==> src/rtl/wbsram_arbiter_pkg.sv <==
// Shared definitions for the two-master Wishbone arbiter in front of the SRAM controller.
package wbsram_arbiter_pkg;

  typedef enum logic [1:0] {
    IDLE  = 2'b00,
    OWN_A = 2'b01,
    OWN_B = 2'b10
  } arb_state_t;

  // The SRAM controller acks 8 cycles after accept, so this must stay at 9 or more.
  localparam int DEFAULT_TIMEOUT = 12;

endpackage

==> src/rtl/wbarb_watchdog.sv <==
// Outstanding-request tracking and hung-cycle abort for one arbitrated slave port.
module wbarb_watchdog
  import wbsram_arbiter_pkg::*;
#(
  parameter int TIMEOUT = DEFAULT_TIMEOUT,
  parameter int LGOUT   = 2
) (
  input  logic i_clk,
  input  logic i_reset_n,
  input  logic i_clear,
  input  logic i_accept,
  input  logic i_ack,
  output logic o_ack,
  output logic o_full,
  output logic o_abort,
  output logic o_err
);

  localparam int TW = $clog2(TIMEOUT + 1);

  logic [LGOUT-1:0] outstanding;
  logic [TW-1:0]    timer;
  logic             abort;
  logic             err;
  logic             expire;

  // Acks for requests we never issued, or that arrive after an abort, are swallowed.
  assign o_ack   = i_ack && (outstanding != '0) && !abort;
  assign o_full  = &outstanding;
  assign o_abort = abort;
  assign o_err   = err;
  assign expire  = (outstanding != '0) && !o_ack && !abort && (timer == TW'(TIMEOUT - 1));

  always_ff @(posedge i_clk or negedge i_reset_n) begin
    if (!i_reset_n) begin
      outstanding <= '0;
      timer       <= '0;
      abort       <= 1'b0;
      err         <= 1'b0;
    end else if (i_clear) begin
      // Owner dropped cyc: this wins over a same-cycle expiry, so no err is raised.
      outstanding <= '0;
      timer       <= '0;
      abort       <= 1'b0;
      err         <= 1'b0;
    end else begin
      err <= expire;
      if (expire) begin
        abort <= 1'b1;
      end
      if (i_accept && !o_ack) begin
        outstanding <= outstanding + 1'b1;
      end else if (!i_accept && o_ack) begin
        outstanding <= outstanding - 1'b1;
      end
      if (o_ack || (outstanding == '0)) begin
        timer <= '0;
      end else if (!abort) begin
        timer <= timer + 1'b1;
      end
    end
  end

endmodule

==> src/rtl/wbsram_arbiter.sv <==
// Round-robin two-master pipelined Wishbone arbiter granting whole bus cycles to the SRAM controller.
module wbsram_arbiter
  import wbsram_arbiter_pkg::*;
#(
  parameter int AW      = 15,
  parameter int DW      = 32,
  parameter int TIMEOUT = DEFAULT_TIMEOUT,
  parameter int LGOUT   = 2
) (
  input  logic          i_clk,
  input  logic          i_reset_n,
  input  logic          i_a_cyc,
  input  logic          i_a_stb,
  input  logic          i_a_we,
  input  logic [AW-1:0] i_a_addr,
  input  logic [DW-1:0] i_a_data,
  input  logic [DW/8-1:0] i_a_sel,
  output logic          o_a_stall,
  output logic          o_a_ack,
  output logic          o_a_err,
  output logic [DW-1:0] o_a_data,
  input  logic          i_b_cyc,
  input  logic          i_b_stb,
  input  logic          i_b_we,
  input  logic [AW-1:0] i_b_addr,
  input  logic [DW-1:0] i_b_data,
  input  logic [DW/8-1:0] i_b_sel,
  output logic          o_b_stall,
  output logic          o_b_ack,
  output logic          o_b_err,
  output logic [DW-1:0] o_b_data,
  output logic          o_s_cyc,
  output logic          o_s_stb,
  output logic          o_s_we,
  output logic [AW-1:0] o_s_addr,
  output logic [DW-1:0] o_s_data,
  output logic [DW/8-1:0] o_s_sel,
  input  logic          i_s_stall,
  input  logic          i_s_ack,
  input  logic [DW-1:0] i_s_data
);

  arb_state_t state, next_state;
  logic       last_b;
  logic       own_a, own_b;
  logic       owner_cyc, owner_stb;
  logic       wd_ack, wd_full, wd_abort, wd_err;
  logic       accept;

  assign own_a     = (state == OWN_A);
  assign own_b     = (state == OWN_B);
  assign owner_cyc = (own_a && i_a_cyc) || (own_b && i_b_cyc);
  assign owner_stb = (own_a && i_a_stb) || (own_b && i_b_stb);

  // Saturation also masks stb so the slave never takes a request the master sees stalled.
  assign o_s_cyc  = owner_cyc && !wd_abort;
  assign o_s_stb  = owner_cyc && owner_stb && !wd_abort && !wd_full;
  assign o_s_we   = own_b ? i_b_we   : i_a_we;
  assign o_s_addr = own_b ? i_b_addr : i_a_addr;
  assign o_s_data = own_b ? i_b_data : i_a_data;
  assign o_s_sel  = own_b ? i_b_sel  : i_a_sel;
  assign accept   = o_s_stb && !i_s_stall;

  assign o_a_stall = !own_a || i_s_stall || wd_abort || wd_full;
  assign o_b_stall = !own_b || i_s_stall || wd_abort || wd_full;
  assign o_a_ack   = own_a && wd_ack;
  assign o_b_ack   = own_b && wd_ack;
  assign o_a_err   = own_a && wd_err;
  assign o_b_err   = own_b && wd_err;
  assign o_a_data  = i_s_data;
  assign o_b_data  = i_s_data;

  wbarb_watchdog #(
    .TIMEOUT(TIMEOUT),
    .LGOUT  (LGOUT)
  ) u_watchdog (
    .i_clk    (i_clk),
    .i_reset_n(i_reset_n),
    .i_clear  (!owner_cyc),
    .i_accept (accept),
    .i_ack    (i_s_ack),
    .o_ack    (wd_ack),
    .o_full   (wd_full),
    .o_abort  (wd_abort),
    .o_err    (wd_err)
  );

  always_ff @(posedge i_clk or negedge i_reset_n) begin
    if (!i_reset_n) begin
      state  <= IDLE;
      last_b <= 1'b1;
    end else begin
      state <= next_state;
      if (own_a && !i_a_cyc) begin
        last_b <= 1'b0;
      end else if (own_b && !i_b_cyc) begin
        last_b <= 1'b1;
      end
    end
  end

  // Every hand-over passes through IDLE, leaving one dead cycle between owners.
  always_comb begin
    next_state = state;
    case (state)
      IDLE: begin
        if (i_a_cyc && i_a_stb && i_b_cyc && i_b_stb) begin
          next_state = last_b ? OWN_A : OWN_B;
        end else if (i_a_cyc && i_a_stb) begin
          next_state = OWN_A;
        end else if (i_b_cyc && i_b_stb) begin
          next_state = OWN_B;
        end
      end
      OWN_A:   if (!i_a_cyc) next_state = IDLE;
      OWN_B:   if (!i_b_cyc) next_state = IDLE;
      default: next_state = IDLE;
    endcase
  end

endmodule

==> config.mk <==
export PLATFORM = sky130hd
export DESIGN_NAME = wbsram_arbiter
export DESIGN_NICKNAME = d
export VERILOG_FILES = /design/src/rtl/wbsram_arbiter_pkg.sv /design/src/rtl/wbarb_watchdog.sv /design/src/rtl/wbsram_arbiter.sv
export SDC_FILE = /design/constraint.sdc
export NUM_CORES = 1
export LEC_CHECK = 0
export ABC_AREA = 1
export BUFFER_PORTS_ARGS = -buffer_cell sky130_fd_sc_hd__clkbuf_2
export CAP_MARGIN = 20
export CORE_AREA = 2 2 103 105
export DETAILED_ROUTE_END_ITERATION = 6
export DIE_AREA = 0 0 105 107
export SYNTH_ARGS = -nofsm -noshare
export SYNTH_HDL_FRONTEND = slang
export SYNTH_SLANG_ARGS = --single-unit
==> constraint.sdc <==
create_clock -name i_clk -period 2.59 [get_ports i_clk]
set_input_delay 0 -clock i_clk [delete_from_list [all_inputs] [get_ports i_clk]]
set_output_delay 0 -clock i_clk [all_outputs]
set_load 0.1 [all_outputs]
==> flow_metrics.py, run 1 <==
metrics = {
    "detailed_routing": {
        "wire_per_inst_um": 14.05,
        "vias_per_cell": 3.867,
        "vias": 2177,
        "wirelength_um": 7911,
        "final_antenna_net_count": 0,
        "drc": 0,
        "drtIter0Drc": 137,
        "firstDrtPassIters": 4,
    },
    "timing": {
        "period_share": 0.7738,
        "period_minus_slack_ns": 2.004,
        "setup_ws_ns": 0.5858,
        "rsz0062_at_grt": "false",
        "fin_tns_setup_ns": 0,
        "hold_violations": 0,
        "setup_violations": 0,
        "clock.fmax_ghz": 0.4990,
        "clock_skew_ns": 0.001838,
        "tightestPinTransition_ns": 0.8984,
        "slew_violations": 0,
        "slew_headroom": 0.4002,
    },
    "yosys": {
        "yosysTopAreaCellShare": 0.3605,
        "syn_area_um2": 1812,
        "yosys-top-cells-count": "nand2_1 (174), buf_4 (64), nor2_1 (17), inv_1 (13)",
        "async_reset_ff_frac": 1.000,
        "yosys-top-cells-area": "nand2_1 (36%), buf_4 (27%), dfrtp_1 (14%), nor2_1 (3.5%), buf_2 (2.8%)",
        "synth_top_area_cell": "nand2_1",
        "synth_edf_count": 0,
        "syn_nets": 468,
        "ys_seq_area_frac": 0.1526,
        "ys_seq_elements": 11,
        "syn_area_per_cell_um2": 5.609,
        "synth_cells": 323,
        "yosysWarnings": 0,
        "synth.most_common_cell": "nand2_1",
        "synth.distinct_cells": 20,
        "synth_ff_type": "dfrtp_1",
    },
    "clocking": {
        "clkLatencyLatePin_ns": 0.23,
        "cts_tree": "done",
        "cts.sinks": 11,
        "cts-resized-gates": 0,
        "clock_path_buffers": 2,
        "clk_pin_slew_ns": 0.05,
        "cts_max_level": 1,
        "cts-root-buf": "clkbuf_8",
        "cts_buffers": 3,
    },
    "global_routing": {
        "grt_max_degree": 56,
        "grt_pass1_wl_um": 11540,
        "grt_antenna_before_repair": 0,
        "grt-ovfl-total": 0,
        "grtUsageTotal": 0.1306,
        "grt_pass1_vias": 2137,
    },
    "placement": {
        "pre_cts_ws_ns": 0.7792,
        "gp_congestion": 0.8436,
        "port_buffers": 171,
        "dp.final_hpwl_um": 6620,
        "dpl-instance-area_um2": 3126,
    },
    "floorplanning": {
        "rows": 37,
        "die_w_um": 105,
        "start_util": 0.1795,
        "die_h_um": 107,
        "coreArea_um2": 10090,
        "dieArea_um2": 11240,
        "io_pins": 268,
    },
    "critical_path": {
        "critPathMaxFanout": 55,
        "critical_path.startpoint_type": "flop",
        "cp-end-kind": "primary output",
        "cp_slowest_stage_delay_ns": 0.65,
        "cpMaxStageDelayCell": "inv_2",
        "worstPathCellList": "inv_2, nor2_4, inv_2, nand2_1, nand2_1, buf_12",
        "crit_required_ns": 2.59,
        "arrival_ns": 2.00,
        "path_class": "flop to primary output",
    },
    "pwr": {
        "ir_drop_v": 0.0004667,
        "cellLeakagePower_nw": 1.819,
        "p_per_area_nw_per_um2": 1045,
    },
    "finish": {
        "antennaDiodeCount": 0,
        "final_layout_size_suffix_gt1_frac": 0.4379,
        "utilization": 0.3161,
        "syn2layout_area_growth_pct": 76.10,
        "final_area_um2": 3191,
        "final_nets": 573,
    },
    "run": {
        "drv_cap": 0,
    },
    "worst_hold_path": {
        "hold_class": "input port to primary output",
    },
    "status": {
        "status": "finished, final reports clean",
    },
}
cells in the final DEF (no fill, tap or decap), types with 3 or more instances in the layout:
master,instances
o21ai_0,3
buf_12,54
clkbuf_8,3
xor2_1,3
nand4_1,6
dfrtp_1,10
nand3_1,7
nand3_2,4
inv_1,13
nor2_1,17
nand2_1,174
clkbuf_2,117
repair_timing:
action                                 in CTS  in global routing
hold buffers                                2                  0
buffers inserted                            0                  0
endpoints found under the hold margin      12                  0
routing by layer:
metal	vias up	wire (µm)	track usage
met1	927	3205	0.1560
li1	1124	-	-
met5	-	0	0
met2	120	3787	0.2259
met4	0	56	0.01333
met3	6	862	0.05532
registers in the layout (all words and copies together), names as in the netlist:
register / flops
last_b: 1
u_watchdog.o_abort: 1
state: 2
u_watchdog.o_err: 1
u_watchdog.timer: 4
u_watchdog.outstanding: 2
kinds of logic after synthesis:
family / count (synthesis) / share of synthesized area
AOI/OAI and AO/OA: 6 / 0.01865
xor gates and xnor gates: 3 / 0.01451
adders and majority gates: 1 / 0.006905
buffers and inverters: 90 / 0.3274
DFF: 11 / 0.1526
and+or+nand+nor: 212 / 0.4800
power breakdown:
part / internal, mW / leakage [nW] / switching (mW) / total, mW
combinational: 0.897 / 1.65 / 2.04 / 2.94
clock: 0.108 / 0.0228 / 0.0606 / 0.168
sequential: 0.201 / 0.148 / 0.0250 / 0.226
total: 1.21 / 1.82 / 2.13 / 3.33
worst max-delay path, delay by kind of cell, from the launching register on:
| kind | cells | cell delay (ns) |
|---|---|---|
| buf+inv | 3 | 0.95 |
| flops | 1 | 0.43 |
| simple gates | 3 | 0.36 |
worst paths after layout:
path | cells past startpoint | from | end | slack (ns)
min in group asynchronous | 2 | i_reset_n | u_watchdog.o_abort | 0.16
worst min-delay path | 0 | i_s_data[10] | o_a_data[10] | 0.00002
worst min register to register | 2 | last_b | last_b | 0.50
max in group asynchronous | 2 | i_reset_n | last_b | 2.15
worst max-delay path | 6 | state[1] | o_s_sel[3] | 0.59
worst max register to register | 4 | state[1] | last_b | 1.05
stage by stage:
stage	hold slack, ns	total power [mW]	std cells
2_1_floorplan	-0.2956	2.544	323
3_3_place_gp	-0.1093	3.181	557
6_report	0.00002354	3.334	563
3_5_place_dp	-0.1125	3.179	557
5_1_grt	0.0001630	3.467	563
4_1_cts	0.001051	3.365	563
area by class of cell:
| cell class | count | area [µm²] |
|---|---|---|
| tap | 136 | 170.2 |
| fill | 1112 | 6902 |
| sequential | 11 | 276.5 |
| inverter | 16 | 62.56 |
| clock buffer | 4 | 45.04 |
| multi-input combinational | 222 | 942.2 |
| timing repair buffer | 174 | 1694 |
Power figures use the tool's default switching activity.
==> inputs of run 2 (changes only) <==
--- a/config.mk
+++ b/config.mk
@@ -8,9 +8,9 @@
 export ABC_AREA = 1
 export BUFFER_PORTS_ARGS = -buffer_cell sky130_fd_sc_hd__clkbuf_2
 export CAP_MARGIN = 20
-export CORE_AREA = 2 2 103 105
+export CORE_AREA = 2 2 104 106
 export DETAILED_ROUTE_END_ITERATION = 6
-export DIE_AREA = 0 0 105 107
+export DIE_AREA = 0 0 106 108
 export SYNTH_ARGS = -nofsm -noshare
 export SYNTH_HDL_FRONTEND = slang
 export SYNTH_SLANG_ARGS = --single-unit
==> constraint.sdc (replaced) <==
create_clock -name i_clk -period 1.65 [get_ports i_clk]
set_input_delay 0 -clock i_clk [delete_from_list [all_inputs] [get_ports i_clk]]
set_output_delay 0 -clock i_clk [all_outputs]
set_load 0.1 [all_outputs]
==> flow_metrics.py, run 2 (synthesized netlist as in run 1, its figures left out) <==
metrics = {
    "finish": {
        "syn2layout_area_growth_pct": 83.15,
        "top_register": "u_watchdog.timer",
        "seq_area_um2": 277.8,
        "n_fill_cell": 1104,
        "top_regs": "u_watchdog.timer: 4 flops, state: 2 flops, u_watchdog.outstanding: 2 flops",
        "utilization": 0.3243,
        "final_common_cell": "nand2_1",
        "largest_reg_flops": 4,
        "antennaDiodeCount": 0,
        "final_layout_size_suffix_gt1_frac": 0.4628,
        "multiInputGateArea_um2": 964.7,
        "layout.cells.non_filler": 566,
        "final_cell_mix": "nand2_1 (173), clkbuf_2 (112), buf_12 (58)",
        "final_nets": 576,
    },
    "critical_path": {
        "critical_path.startpoint_type": "flop",
        "critPathMaxFanout": 24,
        "path_class": "flop to primary output",
        "path_common_cell": "nand2_1",
        "cpMaxStageDelayCell": "dfrtp_1",
        "cp_top_family": "buffers and inverters",
        "arrival_ns": 1.58,
        "crit_required_ns": 1.65,
        "cp_slowest_stage_delay_ns": 0.43,
        "cp_num_buf_inv": 3,
        "cp-end-kind": "primary output",
        "worstPathCellList": "inv_2, nor2_4, buf_6, nand2_1, nand2_1, buf_12",
    },
    "pwr": {
        "p_int_mw": 1.987,
        "ir_drop_v": 0.0005601,
        "cellLeakagePower_nw": 1.860,
        "seqPwrFrac": 0.066,
        "swShare": 0.6305,
        "p_sw_mw": 3.390,
        "power_mw": 5.376,
        "clkPwrFrac": 0.051,
        "p_per_area_nw_per_um2": 1620,
        "p_comb_frac": 0.883,
    },
    "detailed_routing": {
        "drc": 0,
        "vias_per_cell": 3.885,
        "drtIter0Drc": 185,
        "wire_per_inst_um": 13.96,
        "final_antenna_net_count": 0,
        "firstDrtPassIters": 4,
        "vias": 2199,
        "wirelength_um": 7902,
    },
    "global_routing": {
        "grt_max_degree": 31,
        "grtUsageMet3": 0.03436,
        "top_usage_layer": "met2",
        "grt-ovfl-total": 0,
        "grt_antenna_before_repair": 0,
        "grtUsageTotal": 0.1281,
        "grt_pass1_wl_um": 11460,
        "met1_usage": 0.1533,
        "globalRouteMet2Util": 0.2350,
        "grt_pass1_vias": 2040,
    },
    "worst_hold_path": {
        "hold_class": "input port to primary output",
    },
    "floorplanning": {
        "die_h_um": 108,
        "start_util": 0.1771,
        "io_pins": 268,
        "rows": 37,
        "die_w_um": 106,
        "dieArea_um2": 11450,
        "coreArea_um2": 10230,
    },
    "placement": {
        "port_buffers": 171,
        "dp.cells": 560,
        "dp.final_hpwl_um": 6632,
        "gp_congestion": 0.8223,
    },
    "clocking": {
        "clock_path_buffers": 2,
        "clk_pin_slew_ns": 0.05,
        "cts_setup_buffers": 0,
        "cts-root-buf": "clkbuf_8",
        "cts_max_level": 1,
        "cts.sinks": 11,
        "cts_buffers": 3,
        "cts_tree": "done",
        "clkLatencyLatePin_ns": 0.24,
    },
    "timing": {
        "clock.fmax_ghz": 0.6320,
        "tightestPinTransition_ns": 0.5397,
        "clock_skew_ns": 0.0009226,
        "hold_violations": 0,
        "period_share": 0.9590,
        "slew_violations": 0,
        "setup_violations": 0,
        "slew_headroom": 0.6417,
        "period_minus_slack_ns": 1.582,
    },
    "status": {
        "status": "finished, final reports clean",
    },
    "run": {
        "drv_cap": 0,
    },
}
==> run 2: changes by cell type in the layout (fill, tap and decap cells not counted), sizes merged <==
cell	delta
buf	+8
clkbuf	-5
==> run 2: final timing paths <==
| kind | to | slack [ns] | cells after the start | from |
|---|---|---|---|---|
| max | o_s_data[30] | 0.07 | 6 | state[1] |
| min | o_a_data[4] | 0.00006 | 0 | i_s_data[4] |
| max reg2reg | u_watchdog.outstanding[1] | 0.27 | 8 | state[0] |
| min reg2reg | last_b | 0.51 | 2 | last_b |
| max in group asynchronous | last_b | 1.22 | 2 | i_reset_n |
| min in group asynchronous | u_watchdog.outstanding[1] | 0.16 | 2 | i_reset_n |
==> run 2: metal layers <==
metal / up-vias / wire length (µm)
met5: - / 0
met4: 0 / 37
met3: 8 / 714
met2: 142 / 4056
met1: 919 / 3093
li1: 1130 / -
==> run 2: layout make-up <==
class	instances	area share
repair buffers	177	0.5419
multi-input cells	222	0.2907
flip-flops and latches	11	0.08371
well taps	136	0.05128
inverters	16	0.01885
clock buffers	4	0.01357
==> run 2: timing repair <==
action / 4_1_cts / 5_1_grt
hold buffers: 2 / 0
endpoints found under the setup margin: 0 / 47
resized for setup: 0 / 6
endpoints found under the hold margin: 12 / 0
==> run 2: power groups by stage <==
stage | registers [mW] | clock network [mW] | logic (mW)
2_1_floorplan | 0.353 | 0 | 3.65
3_3_place_gp | 0.358 | 0 | 4.72
3_5_place_dp | 0.359 | 0 | 4.73
4_1_cts | 0.356 | 0.283 | 4.75
5_1_grt | 0.363 | 0.297 | 4.92
6_report | 0.356 | 0.275 | 4.75
==> run 2: metrics by stage <==
step | instance area, µm² | setup slack [ns] | hold WS [ns] | TNS [ns]
after detailed placement | 3232 | 0.2893 | -0.1047 | 0
after floorplan | 1833 | -0.05698 | -0.2956 | -0.1195
final | 3318 | 0.06765 | 0.00005625 | 0
after global routing | 3318 | -0.003644 | 0.0002063 | -0.003644
after CTS | 3297 | 0.01752 | 0.0009947 | 0
after global placement | 3232 | 0.2794 | -0.1127 | 0
==> inputs of run 3 (changes only) <==
--- a/config.mk
+++ b/config.mk
@@ -11,6 +11,7 @@
 export CORE_AREA = 2 2 104 106
 export DETAILED_ROUTE_END_ITERATION = 6
 export DIE_AREA = 0 0 106 108
+export PLACE_DENSITY = 0.65
 export SYNTH_ARGS = -nofsm -noshare
 export SYNTH_HDL_FRONTEND = slang
 export SYNTH_SLANG_ARGS = --single-unit
==> flow_metrics.py, run 3 (synthesized netlist as in run 1, its figures left out) <==
metrics = {
    "timing": {
        "clock_skew_ns": 0.007405,
        "setup_violations": 0,
        "setup_ws_ns": 0.07896,
        "period_minus_slack_ns": 1.571,
        "hold_violations": 0,
        "clock.fmax_ghz": 0.6365,
        "slew_headroom": 0.6389,
        "slew_violations": 0,
        "period_share": 0.9521,
        "rsz0062_at_grt": "false",
        "tightestPinTransition_ns": 0.5439,
        "fin_tns_setup_ns": 0,
    },
    "critical_path": {
        "path_class": "flop to primary output",
        "arrival_ns": 1.57,
        "r2r_slack_ns": 0.23,
        "cp-end-kind": "primary output",
        "critPathMaxFanout": 29,
        "r2r_start": "u_watchdog.outstanding[1]",
        "r2r-end": "u_watchdog.o_abort",
        "critical_path.startpoint_type": "flop",
        "r2r.worst_path.cells": 7,
        "crit_required_ns": 1.65,
    },
    "global_routing": {
        "grt_pass1_vias": 2138,
        "grt_pass1_wl_um": 11240,
        "grtUsageTotal": 0.1254,
        "grt_antenna_before_repair": 0,
        "grt_max_degree": 30,
        "grt-ovfl-total": 0,
    },
    "detailed_routing": {
        "vias": 2245,
        "final_antenna_net_count": 0,
        "vias_per_cell": 3.966,
        "drc": 0,
        "drtIter0Drc": 133,
        "firstDrtPassIters": 4,
        "wire_per_inst_um": 13.55,
        "wirelength_um": 7672,
    },
    "placement": {
        "dp.final_hpwl_um": 6496,
        "gp_congestion": 0.7855,
        "port_buffers": 171,
        "pre_cts_ws_ns": 0.2688,
    },
    "run": {
        "drv_cap": 0,
    },
    "finish": {
        "final_nets": 576,
        "syn2layout_area_growth_pct": 84.88,
        "top_register": "u_watchdog.timer",
        "antennaDiodeCount": 0,
        "final_common_cell": "nand2_1",
        "largest_reg_flops": 4,
        "final_layout_size_suffix_gt1_frac": 0.4651,
        "final_cell_mix": "nand2_1 (174), clkbuf_2 (112), buf_12 (62)",
        "top_regs": "u_watchdog.timer: 4 flops, state: 2 flops, u_watchdog.outstanding: 2 flops",
    },
    "floorplanning": {
        "io_pins": 268,
        "start_util": 0.1771,
        "die_w_um": 106,
        "die_h_um": 108,
        "dieArea_um2": 11450,
        "coreArea_um2": 10230,
        "rows": 37,
    },
    "pwr": {
        "power_mw": 5.398,
        "p_per_area_nw_per_um2": 1612,
        "cellLeakagePower_nw": 1.870,
        "ir_drop_v": 0.0004968,
    },
    "clocking": {
        "clock_path_buffers": 2,
        "cts_setup_buffers": 0,
        "clk_pin_slew_ns": 0.06,
        "cts-root-buf": "clkbuf_8",
        "cts_tree": "done",
        "cts_max_level": 1,
        "clkLatencyLatePin_ns": 0.25,
        "cts.sinks": 11,
        "cts_buffers": 3,
    },
    "status": {
        "status": "finished, final reports clean",
    },
    "worst_hold_path": {
        "hold_class": "input port to primary output",
        "min_from": "i_s_data[2]",
        "hold_depth": 0,
        "holdPathEnd": "o_a_data[2]",
    },
}
-- run 3: per-layer routing --
metal / global-route usage / vias up / routed length (µm) / share of wire
met5: 0 / - / 0 / 0
met4: 0.03477 / 0 / 114 / 0.015
met3: 0.02471 / 14 / 602 / 0.078
met2: 0.2240 / 133 / 3876 / 0.51
met1: 0.1537 / 971 / 3078 / 0.40
li1: - / 1127 / - / -
-- run 3: through the flow --
step	std cells	util	hold slack, ns	cell area [µm²]
floorplan	323	-	-0.2956	1833
global placement	560	0.3208	-0.1085	3282
detailed placement	560	0.3208	-0.1010	3282
CTS	566	0.3273	0.0009942	3348
global route	566	0.3274	0.0002009	3349
finish	566	0.3274	0.00002354	3349
-- run 3: where the power goes --
| part | internal [mW] | switching (mW) | total [mW] |
|---|---|---|---|
| Clock | 0.167 | 0.122 | 0.289 |
| Sequential | 0.317 | 0.0414 | 0.359 |
| Combinational | 1.51 | 3.24 | 4.75 |
-- run 3: worst max-delay path by stage --
stage | from | endpoint | cells past startpoint
final | state[0] | o_s_data[2] | 6
after global routing | state[1] | o_s_data[2] | 7
after CTS | state[1] | o_s_data[2] | 7
after detailed placement | u_watchdog.outstanding[0] | u_watchdog.o_abort | 7
after global placement | state[1] | u_watchdog.outstanding[0] | 8
after floorplan | state[1] | o_b_ack | 5
-- run 3: layout make-up --
cell class	instances	area, µm²
inverters	16	62.56
repair buffers	177	1829
fillers	1094	6882
flip-flops and latches	11	279.0
multi-input cells	222	962.2
well taps	136	170.2
clock buffers	3	41.29
clock inverters	1	5.005
-- run 3: worst max-delay path: stages, from the launching register on --
cell	delay [ns]
dfrtp_2	0.45
nor2_4	0.20
inv_2	0.09
buf_12	0.17
nand2_1	0.10
nand2_1	0.10
buf_12	0.18
-- run 3: timing repair --
action / 4_1_cts / 5_1_grt
resized for setup: 0 / 1
hold buffers: 2 / 0
endpoints found under the hold margin: 12 / 0
endpoints found under the setup margin: 0 / 13
